==> config.mk <==
export PLATFORM = sky130hd
export DESIGN_NAME = fetch_stage
export DESIGN_NICKNAME = d
export VERILOG_FILES = /design/src/rtl/fetch_stage.sv
export SDC_FILE = /design/constraint.sdc
export NUM_CORES = 1
export LEC_CHECK = 0
export CORE_MARGIN = 1
export CORE_UTILIZATION = 54
export DETAILED_ROUTE_END_ITERATION = 8
export PLACE_DENSITY = 0.88
export SLEW_MARGIN = 20
export SYNTH_ARGS = -nofsm -noshare
export SYNTH_HDL_FRONTEND = slang
export SYNTH_SLANG_ARGS = --single-unit
==> constraint.sdc <==
create_clock -name clk -period 7.3 [get_ports clk]
set_input_delay 2.19 -clock clk [delete_from_list [all_inputs] [get_ports clk]]
set_output_delay 2.19 -clock clk [all_outputs]
set_load 0.1 [all_outputs]
==> src/rtl/fetch_stage.sv <==
// Instruction fetch stage: registered fetch PC, next-PC select resolved in D, and the IF/ID register.
// Defining FETCH_STAT_EN adds the fetch_cnt / stall_cnt statistics counters.
module fetch_stage #(
  parameter logic [31:0] PC_RESET = 32'h0000_3000
) (
  input  logic        clk,
  input  logic        reset,
  input  logic        stall,
  input  logic [2:0]  npc_op,
  input  logic        cmp_eq,
  input  logic [31:0] jr_target,
  input  logic [31:0] im_instr,
  output logic [31:0] f_pc,
  output logic [31:0] d_instr,
  output logic [31:0] d_pc,
  output logic [31:0] d_pc8
`ifdef FETCH_STAT_EN
  ,
  output logic [31:0] fetch_cnt,
  output logic [31:0] stall_cnt
`endif
);

  localparam logic [2:0] NPC_BEQ = 3'b001;
  localparam logic [2:0] NPC_JAL = 3'b010;
  localparam logic [2:0] NPC_JR  = 3'b011;
  localparam logic [2:0] NPC_J   = 3'b100;

  logic [31:0] f_pc_q, f_pc_d;
  logic [31:0] d_instr_q, d_instr_d;
  logic [31:0] d_pc_q, d_pc_d;
  logic [31:0] d_pc_plus4;
  logic [31:0] br_offset;
  logic [31:0] next_pc;

  // NOTE: every variable assigned in always_comb gets a default first, so no
  // path through the case leaves it unassigned and no latch is inferred.
  always_comb begin
    d_pc_plus4 = d_pc_q + 32'd4;
    br_offset  = {{14{d_instr_q[15]}}, d_instr_q[15:0], 2'b00};
    next_pc    = f_pc_q + 32'd4;
    case (npc_op)
      NPC_BEQ: if (cmp_eq) next_pc = d_pc_plus4 + br_offset;
      NPC_JAL,
      NPC_J:   next_pc = {d_pc_plus4[31:28], d_instr_q[25:0], 2'b00};
      NPC_JR:  next_pc = jr_target;
      default: ;
    endcase
  end

  // A stall freezes PC and IF/ID; the redirect is simply re-evaluated once it drops.
  always_comb begin
    f_pc_d    = f_pc_q;
    d_instr_d = d_instr_q;
    d_pc_d    = d_pc_q;
    if (!stall) begin
      f_pc_d    = next_pc;
      d_instr_d = im_instr;
      d_pc_d    = f_pc_q;
    end
  end

  // NOTE: state registers use non-blocking assignments so every flop samples
  // the pre-edge values regardless of process ordering.
  always_ff @(posedge clk) begin
    if (reset) begin
      f_pc_q    <= PC_RESET;
      d_instr_q <= 32'h0;
      d_pc_q    <= 32'h0;
    end else begin
      f_pc_q    <= f_pc_d;
      d_instr_q <= d_instr_d;
      d_pc_q    <= d_pc_d;
    end
  end

  assign f_pc    = f_pc_q;
  assign d_instr = d_instr_q;
  assign d_pc    = d_pc_q;
  assign d_pc8   = d_pc_q + 32'd8;

`ifdef FETCH_STAT_EN
  logic [31:0] fetch_cnt_q, fetch_cnt_d;
  logic [31:0] stall_cnt_q, stall_cnt_d;

  always_comb begin
    fetch_cnt_d = fetch_cnt_q;
    stall_cnt_d = stall_cnt_q;
    if (stall) stall_cnt_d = stall_cnt_q + 32'd1;
    else       fetch_cnt_d = fetch_cnt_q + 32'd1;
  end

  always_ff @(posedge clk) begin
    if (reset) begin
      fetch_cnt_q <= 32'h0;
      stall_cnt_q <= 32'h0;
    end else begin
      fetch_cnt_q <= fetch_cnt_d;
      stall_cnt_q <= stall_cnt_d;
    end
  end

  assign fetch_cnt = fetch_cnt_q;
  assign stall_cnt = stall_cnt_q;
`endif

endmodule

* Yosys cells after proc, flatten, opt, wreduce, memory -nomap -nowiden
Cells that the tools add are included.
Word-level totals: input port bits 71, register bits 96, output and inout bits 128, logic and storage cells 14
Operators by class: eq/ne operators 4, reduce and logical (&&, ||, !) cells 1, mux-type cells 2, add/subtract/negate cells 4
Operators with widths (count):
- $pmux W32 S3 | 1
- $add A32 B3 Y32 const B | 2
- $add A32 B32 Y32 | 1
- $add A32 B4 Y32 const B | 1
- $mux W32 | 1
- $eq A3 B2 Y1 const B | 2
- $eq A3 B1 Y1 const B | 1
- $eq A3 B3 Y1 const B | 1
- $reduce_or A2 Y1 | 1

* Depth between registers and ports, before layout
Gate-level depths: netlist of the first run.
depth in word-level cells 4, depth in mapped cells 17, mapped depth without buffers 16

* Least setup slack after synthesis of the first run
OpenSTA, ideal clock, no wires.
path kind flip-flop to output port, from reg d_pc_q[3], in the netlist d_pc[3], to out d_pc8[27], cell stages (with the launch flop) 9, arrival 4181 ps, required time 5110 ps, setup slack 929 ps, buffers on the path 1, path through dfxtp_1 > ha_1 > clkbuf_1 > and3_1 > and4_1 > nand4_1 > nor2_1 > nand3_1 > xnor2_1
On the way: word-level cells in the longest chain between the ends 1
Ends and longest elaborated chain:
- from (decl) | RTL line 31 | logic [31:0] d_pc_q, d_pc_d;
- from (signal assigned) | RTL line 73 | d_pc_q <= d_pc_d;
- $add A32 B4 Y32 | RTL line 80 | assign d_pc8 = d_pc_q + 32'd8;
- to (decl) | RTL line 16 | output logic [31:0] d_pc8
Every way passes these cells.

* Worst setup path in the final report of the first run
from reg d_pc_q[4], in the netlist d_pc[4], to out d_pc8[27]
Same word-level chain as after synthesis.

==> impl_metrics.env, run 1 <==
export IMPL_maxCapViolations=0
export IMPL_crit_chain="ha_1, and3_1, and4_1, nand4_1, nor2_1, nand3_1, xnor2_1, clkdlybuf4s50_1"
export IMPL_peakVddDrop_mv=0.163
export IMPL_fin_setup_tns_ns=0
export IMPL_synth_seq_cells=96
export IMPL_p_per_area_mw_per_mm2=176
export IMPL_reg2reg_slack_ns=2.71
export IMPL_synth_warnings=0
export IMPL_p_leak_uw=0.00382
export IMPL_cp_max_fo=10
export IMPL_max_slew_worst_pin_slew_ns=1.15
export IMPL_grt_pass1_vias=6981
export IMPL_drtPass1Iterations=5
export IMPL_crit_path_end_kind="primary output"
export IMPL_clock_sinks=96
export IMPL_drive_gt1_frac=0.0432
export IMPL_r2r_cells=12
export IMPL_crit_slowest_cell="clkdlybuf4s50_1"
export IMPL_synthArstFlopShare=0
export IMPL_wl_um=23300
export IMPL_viasPerCell=6.16
export IMPL_netlist_area_leader_share=0.263
export IMPL_post_place_ws_ns=1.65
export IMPL_drc=0
export IMPL_finalHoldViolCount=0
export IMPL_hold_path_class="flip-flop to flip-flop"
export IMPL_power_frac_seq=0.363
export IMPL_cts_hold_buf=0
export IMPL_antenna_left=0
export IMPL_areaGrowthSynthToFinish_pct=30.6
export IMPL_cts_reportedPaths_clkPinSlew_ns=0.07
export IMPL_cts_setup_buffers=0
export IMPL_grt_overflow_total=0
export IMPL_pwr_share_comb=0.357
export IMPL_syn_num_nets=1014
export IMPL_ys_flop_type="dfxtp_1"
export IMPL_antennaDiodeCount=0
export IMPL_grt_max_degree=98
export IMPL_nNetsFinal=1169
export IMPL_clockRootBuffer="clkbuf_16"
export IMPL_fin_ws_ns=1.22
export IMPL_swShare=0.423
export IMPL_start_util=0.552
export IMPL_clk_path_buf_depth=2
export IMPL_portBuffers=198
export IMPL_gp_congestion=0.941
export IMPL_clockPowerShare=0.279
export IMPL_die_w_um=118
export IMPL_grt_use_total=0.326
export IMPL_setup_violations=0
export IMPL_wl_per_cell_um=18.8
export IMPL_skew_ns=0.00750
export IMPL_cp_required_ns=5.11
export IMPL_antenna_found_initial=0
export IMPL_cts_tree="done"
export IMPL_crit_type="flip-flop to primary output"
export IMPL_syn_mean_instance_area_um2=8.09
export IMPL_rsz0062_at_grt="false"
export IMPL_p_int_uw=970
export IMPL_synth_top_cell_by_area="dfxtp_1"
export IMPL_post_dp_hpwl_um=17000
export IMPL_synth_edff_count=0
export IMPL_core_area_mm2=0.0132
export IMPL_clkLatencyLatePin_ns=0.36
export IMPL_synth_area_top_cells="dfxtp_1, mux2i_1, xnor2_1"
export IMPL_fp_dieH_um=118
export IMPL_grt_pass1_wl_um=36300
export IMPL_utilization=0.721
export IMPL_dieArea_mm2=0.0140
export IMPL_netlist_instances=904
export IMPL_status="complete, no violations"
export IMPL_max_freq_ghz=0.164
export IMPL_ys_seq_area_frac=0.263
export IMPL_fin_crit_sh=0.833
export IMPL_arrival_ns=3.89
export IMPL_relSlewSlack=0.230
export IMPL_finalCriticalPeriod_ns=6.08
export IMPL_max_stage_delay_ns=1.14
export IMPL_min_to="d_instr[31]"
export IMPL_r2r_end="f_pc[29]"
export IMPL_htreeDepth=3
export IMPL_hold_path_depth=2
export IMPL_vias=7643
export IMPL_reg2reg_from="d_pc[2]"
export IMPL_start_kind="flip-flop"
export IMPL_drv_slew=0
export IMPL_cts_inserted_buffers=9
export IMPL_cts_resized=0
export IMPL_rows=42
export IMPL_synthDistinctLibCells=71
export IMPL_syn_area_mm2=0.00731
export IMPL_initialDrtViolationCount=798
export IMPL_min_from="d_instr[31]"
export IMPL_power_switching_uw=710
export IMPL_io_pins=199
-- synthesized netlist by cell type, types with 3 or more instances --
| cell type | count |
|---|---|
| a22o_1 | 3 |
| a21oi_1 | 46 |
| and3_1 | 14 |
| xnor2_1 | 68 |
| buf_4 | 3 |
| nor2_1 | 109 |
| o21a_1 | 7 |
| nand3b_1 | 5 |
| a221o_1 | 3 |
| nand4_1 | 18 |
| nor4_1 | 5 |
| xor2_1 | 32 |
| o221ai_1 | 4 |
| mux2i_1 | 65 |
| a221oi_1 | 27 |
| o21ai_1 | 3 |
| and2_1 | 4 |
| nor2b_1 | 17 |
| buf_1 | 8 |
| inv_1 | 21 |
| nand2b_1 | 3 |
| or3_1 | 3 |
| a31oi_1 | 3 |
| nand3_1 | 30 |
| and3_2 | 3 |
| a21o_1 | 18 |
| nand2_1 | 61 |
| a211oi_1 | 11 |
| a311oi_1 | 4 |
| nor3_1 | 29 |
| clkbuf_1 | 37 |
| and4_1 | 11 |
| ha_1 | 38 |
| buf_2 | 7 |
| dfxtp_1 | 96 |
| o21ai_0 | 35 |
| o211ai_1 | 7 |
-- area by class of cell --
| type | instances | area, um^2 |
|---|---|---|
| inverter | 21 | 78.8 |
| tap | 176 | 220 |
| fill | 1074 | 3690 |
| clock inverter | 7 | 60.1 |
| multi-input combinational | 728 | 5030 |
| sequential | 96 | 1920 |
| clock buffer | 9 | 225 |
| timing repair buffer | 203 | 2010 |
-- kinds of logic after synthesis --
logic type | Yosys count | synth area share
flip-flops | 96 | 0.263
AND/OR/NAND/NOR | 330 | 0.226
buffers and inverters | 80 | 0.0500
multiplexers | 65 | 0.0890
XOR/XNOR | 100 | 0.120
adder cells (fa/ha/maj) | 39 | 0.0678
AO/OA/AOI/OAI | 194 | 0.185
-- critical path: cells and delay by family, from the launching register on --
kind / cells / cell delay (ns)
adder cells (fa/ha/maj): 1 / 0.40
XOR/XNOR: 1 / 0.15
flip-flops: 1 / 0.52
AND/OR/NAND/NOR: 5 / 1.32
buffers and inverters: 1 / 1.14
-- power by group through the flow --
stage	Clock, uW	Sequential (uW)	Combinational, uW
final	469	610	600
after global routing	497	614	626
after CTS	472	608	597
after detailed placement	0	620	595
after global placement	0	619	589
after floorplan	0	817	236
-- placed cells by master, fill, tap and decap left out, types with 4 or more instances in the layout --
master	instances
o211ai_1	7
nor2b_1	17
and3_1	14
nand3b_1	5
and4_1	11
a311oi_1	4
o21a_1	7
inv_1	21
xor2_1	32
nor3_1	29
mux2i_1	65
nand3_1	30
buf_4	7
clkdlybuf4s50_1	196
nor2_1	107
and2_1	4
clkbuf_16	9
ha_1	38
nand2_1	61
a21o_1	18
nand4_1	18
a211oi_1	11
a221oi_1	27
o221ai_1	4
nor4_1	5
a21oi_1	46
dfxtp_1	96
o21ai_0	35
xnor2_1	68
-- sequential cells by signal, summed over array words and instances, names as in the netlist --
| name | flops |
|---|---|
| d_instr | 32 |
| d_pc | 32 |
| f_pc | 32 |
-- metrics by stage --
stage	cells	power [uW]	hold WS, ns	instance area (um^2)
2_1_floorplan	904	1050	0.925	7310
3_3_place_gp	1224	1210	0.477	9260
3_5_place_dp	1224	1210	0.486	9260
4_1_cts	1240	1680	0.505	9550
5_1_grt	1240	1740	0.542	9550
6_report	1240	1680	0.499	9550
-- per-layer routing --
layer / track usage / wire length [um]
met5: 0 / 0
met1: 0.422 / 9740
met4: 0.130 / 692
met2: 0.524 / 10700
met3: 0.0748 / 2100
-- worst max-delay path by stage --
| stage | start | end | slack (ns) | cells past startpoint |
|---|---|---|---|---|
| final | d_pc[4] | d_pc8[27] | 1.22 | 8 |
| after global routing | d_pc[4] | d_pc8[27] | 1.05 | 8 |
| after CTS | d_pc[4] | d_pc8[27] | 1.26 | 8 |
| after detailed placement | d_pc[4] | d_pc8[27] | 1.65 | 8 |
| after global placement | d_pc[4] | d_pc8[27] | 1.78 | 8 |
| after floorplan | d_pc[3] | d_pc8[27] | 0.93 | 8 |
No activity file was read; power rests on OpenSTA's default activity.
==> inputs of run 2 (changes only) <==
- CORE_UTILIZATION: 54 -> 50
- PLACE_DENSITY: 0.88 -> 0.82
- clock period: 7.3 -> 6.13 ns (I/O delays scaled with it)
==> run 2 against run 1 <==
Net effect: cell count up 0.48%; final area up 0.26%; non-clock buffer count up 2; die area up 7.9%; wire length up 2.0%; worst setup slack worse by 0.40 ns; combinational power up 19%.
==> impl_metrics.env, run 2 (same netlist as run 1, synthesis figures left out) <==
export IMPL_status="complete, no violations"
export IMPL_grt_max_degree=61
export IMPL_crit_path_end_kind="primary output"
export IMPL_viasPerCell=5.99
export IMPL_vias=7464
export IMPL_antennaDiodeCount=0
export IMPL_clkLatencyLatePin_ns=0.36
export IMPL_dpl_cell_area_mm2=0.00925
export IMPL_p_leak_uw=0.00387
export IMPL_drv_slew=0
export IMPL_crit_chain="and4_1, nand2_1, nor2_1, nand2_1, nor2_1, xor2_1, clkdlybuf4s50_1"
export IMPL_drive_gt1_frac=0.0563
export IMPL_start_util=0.519
export IMPL_final_cell_area_mm2=0.00957
export IMPL_cts_setup_buffers=0
export IMPL_rsz0062_at_grt="false"
export IMPL_fp_dieH_um=123
export IMPL_mostFrequentLayoutCell="clkdlybuf4s50_1"
export IMPL_grt_overflow_total=0
export IMPL_cts_resized=0
export IMPL_fin_setup_tns_ns=0
export IMPL_wl_met2_um=10800
export IMPL_arrival_ns=3.47
export IMPL_initialDrtViolationCount=687
export IMPL_grt_pass1_wl_um=37000
export IMPL_areaGrowthSynthToFinish_pct=31.0
export IMPL_p_per_area_mw_per_mm2=215
export IMPL_die_w_um=123
export IMPL_antenna_found_initial=0
export IMPL_whs_ns=0.496
export IMPL_fin_total_pwr_uw=2060
export IMPL_skew_ns=0.00786
export IMPL_min_from="d_instr[31]"
export IMPL_power_switching_uw=857
export IMPL_finalCriticalPeriod_ns=5.31
export IMPL_maxCapViolations=0
export IMPL_grt_pass1_vias=6875
export IMPL_clock_sinks=96
export IMPL_io_pins=199
export IMPL_cts_hold_buf=0
export IMPL_cp_required_ns=4.29
export IMPL_wl_per_cell_um=19.0
export IMPL_wl_um=23700
export IMPL_max_freq_ghz=0.188
export IMPL_finalHoldViolCount=0
export IMPL_p_int_uw=1200
export IMPL_clockRootBuffer="clkbuf_16"
export IMPL_max_slew_worst_pin_slew_ns=1.24
export IMPL_cp_max_fo=10
export IMPL_htreeDepth=3
export IMPL_critPathLaunch="d_pc[5]"
export IMPL_hold_path_depth=2
export IMPL_reg2reg_from="d_pc[4]"
export IMPL_wl_met3_um=2190
export IMPL_rows=43
export IMPL_highest_layer="met4"
export IMPL_portBuffers=198
export IMPL_cts_tree="done"
export IMPL_nNetsFinal=1171
export IMPL_cts_reportedPaths_clkPinSlew_ns=0.08
export IMPL_core_area_mm2=0.0141
export IMPL_r2r_cells=16
export IMPL_clockPowerShare=0.299
export IMPL_drtPass1Iterations=5
export IMPL_setup_violations=0
export IMPL_clk_path_buf_depth=2
export IMPL_swShare=0.416
export IMPL_crit_type="flip-flop to primary output"
export IMPL_gp_congestion=0.953
export IMPL_post_dp_hpwl_um=17600
export IMPL_utilization=0.679
export IMPL_peakVddDrop_mv=0.206
export IMPL_pwr_share_comb=0.348
export IMPL_crit_slowest_cell="clkdlybuf4s50_1"
export IMPL_layout_common_cells="clkdlybuf4s50_1, nor2_1, dfxtp_1"
export IMPL_dieArea_mm2=0.0151
export IMPL_drc=0
export IMPL_fin_crit_sh=0.866
export IMPL_cts_inserted_buffers=9
export IMPL_hold_path_class="flip-flop to flip-flop"
export IMPL_grt_use_total=0.319
export IMPL_drt_met1_wl_um=10100
export IMPL_relSlewSlack=0.166
export IMPL_power_frac_seq=0.353
export IMPL_start_kind="flip-flop"
export IMPL_max_stage_delay_ns=1.15
export IMPL_antenna_left=0
[run 2: cell count changes in the layout (fill, tap and decap cells not counted)]
| cell | previous run | this run |
|---|---|---|
| clkinv_2 | 1 | 0 |
| inv_8 | 1 | 2 |
| buf_4 | 7 | 21 |
| bufinv_16 | 0 | 1 |
| clkinv_8 | 0 | 1 |
| clkdlybuf4s50_1 | 196 | 184 |
| clkinv_4 | 2 | 0 |
[run 2: power by group through the flow]
stage	sequential [uW]	combinational, uW	clock, uW
final	726	716	616
after global placement	737	707	0
after detailed placement	738	711	0
after CTS	724	714	626
after floorplan	973	281	0
after global routing	732	751	652
[run 2: final timing paths]
kind                               endpoint  slack, ns
worst max register to register     f_pc[28]       1.62
worst min-delay path            d_instr[31]       0.50
worst max-delay path              d_pc8[18]       0.82
worst min register to register  d_instr[31]       0.50
[run 2: critical path, delay by kind of cell, from the launching register on]
family / cells / cell delay (ns)
xor+xnor: 1 / 0.17
simple gates: 5 / 1.26
buf+inv: 1 / 1.15
flops: 1 / 0.52
[run 2: per-layer routing]
metal / track usage / vias up
met5: 0 / -
met4: 0.111 / 0
met3: 0.0853 / 41
met2: 0.508 / 337
met1: 0.413 / 3502
li1: - / 3584
[run 2: layout make-up]
type | instances | area [um^2]
Multi-Input combinational cell | 728 | 5030
Clock inverter | 7 | 95.1
Timing Repair Buffer | 205 | 2000
Inverter | 21 | 78.8
Fill cell | 1202 | 4520
Clock buffer | 9 | 225
Sequential cell | 96 | 1920
Tap cell | 180 | 225
[run 2: metrics by stage]
stage | setup WS, ns | std cells
final | 0.822 | 1246
after global routing | 0.580 | 1246
after CTS | 0.851 | 1246
after detailed placement | 1.24 | 1230
after global placement | 1.32 | 1230
after floorplan | 0.110 | 904
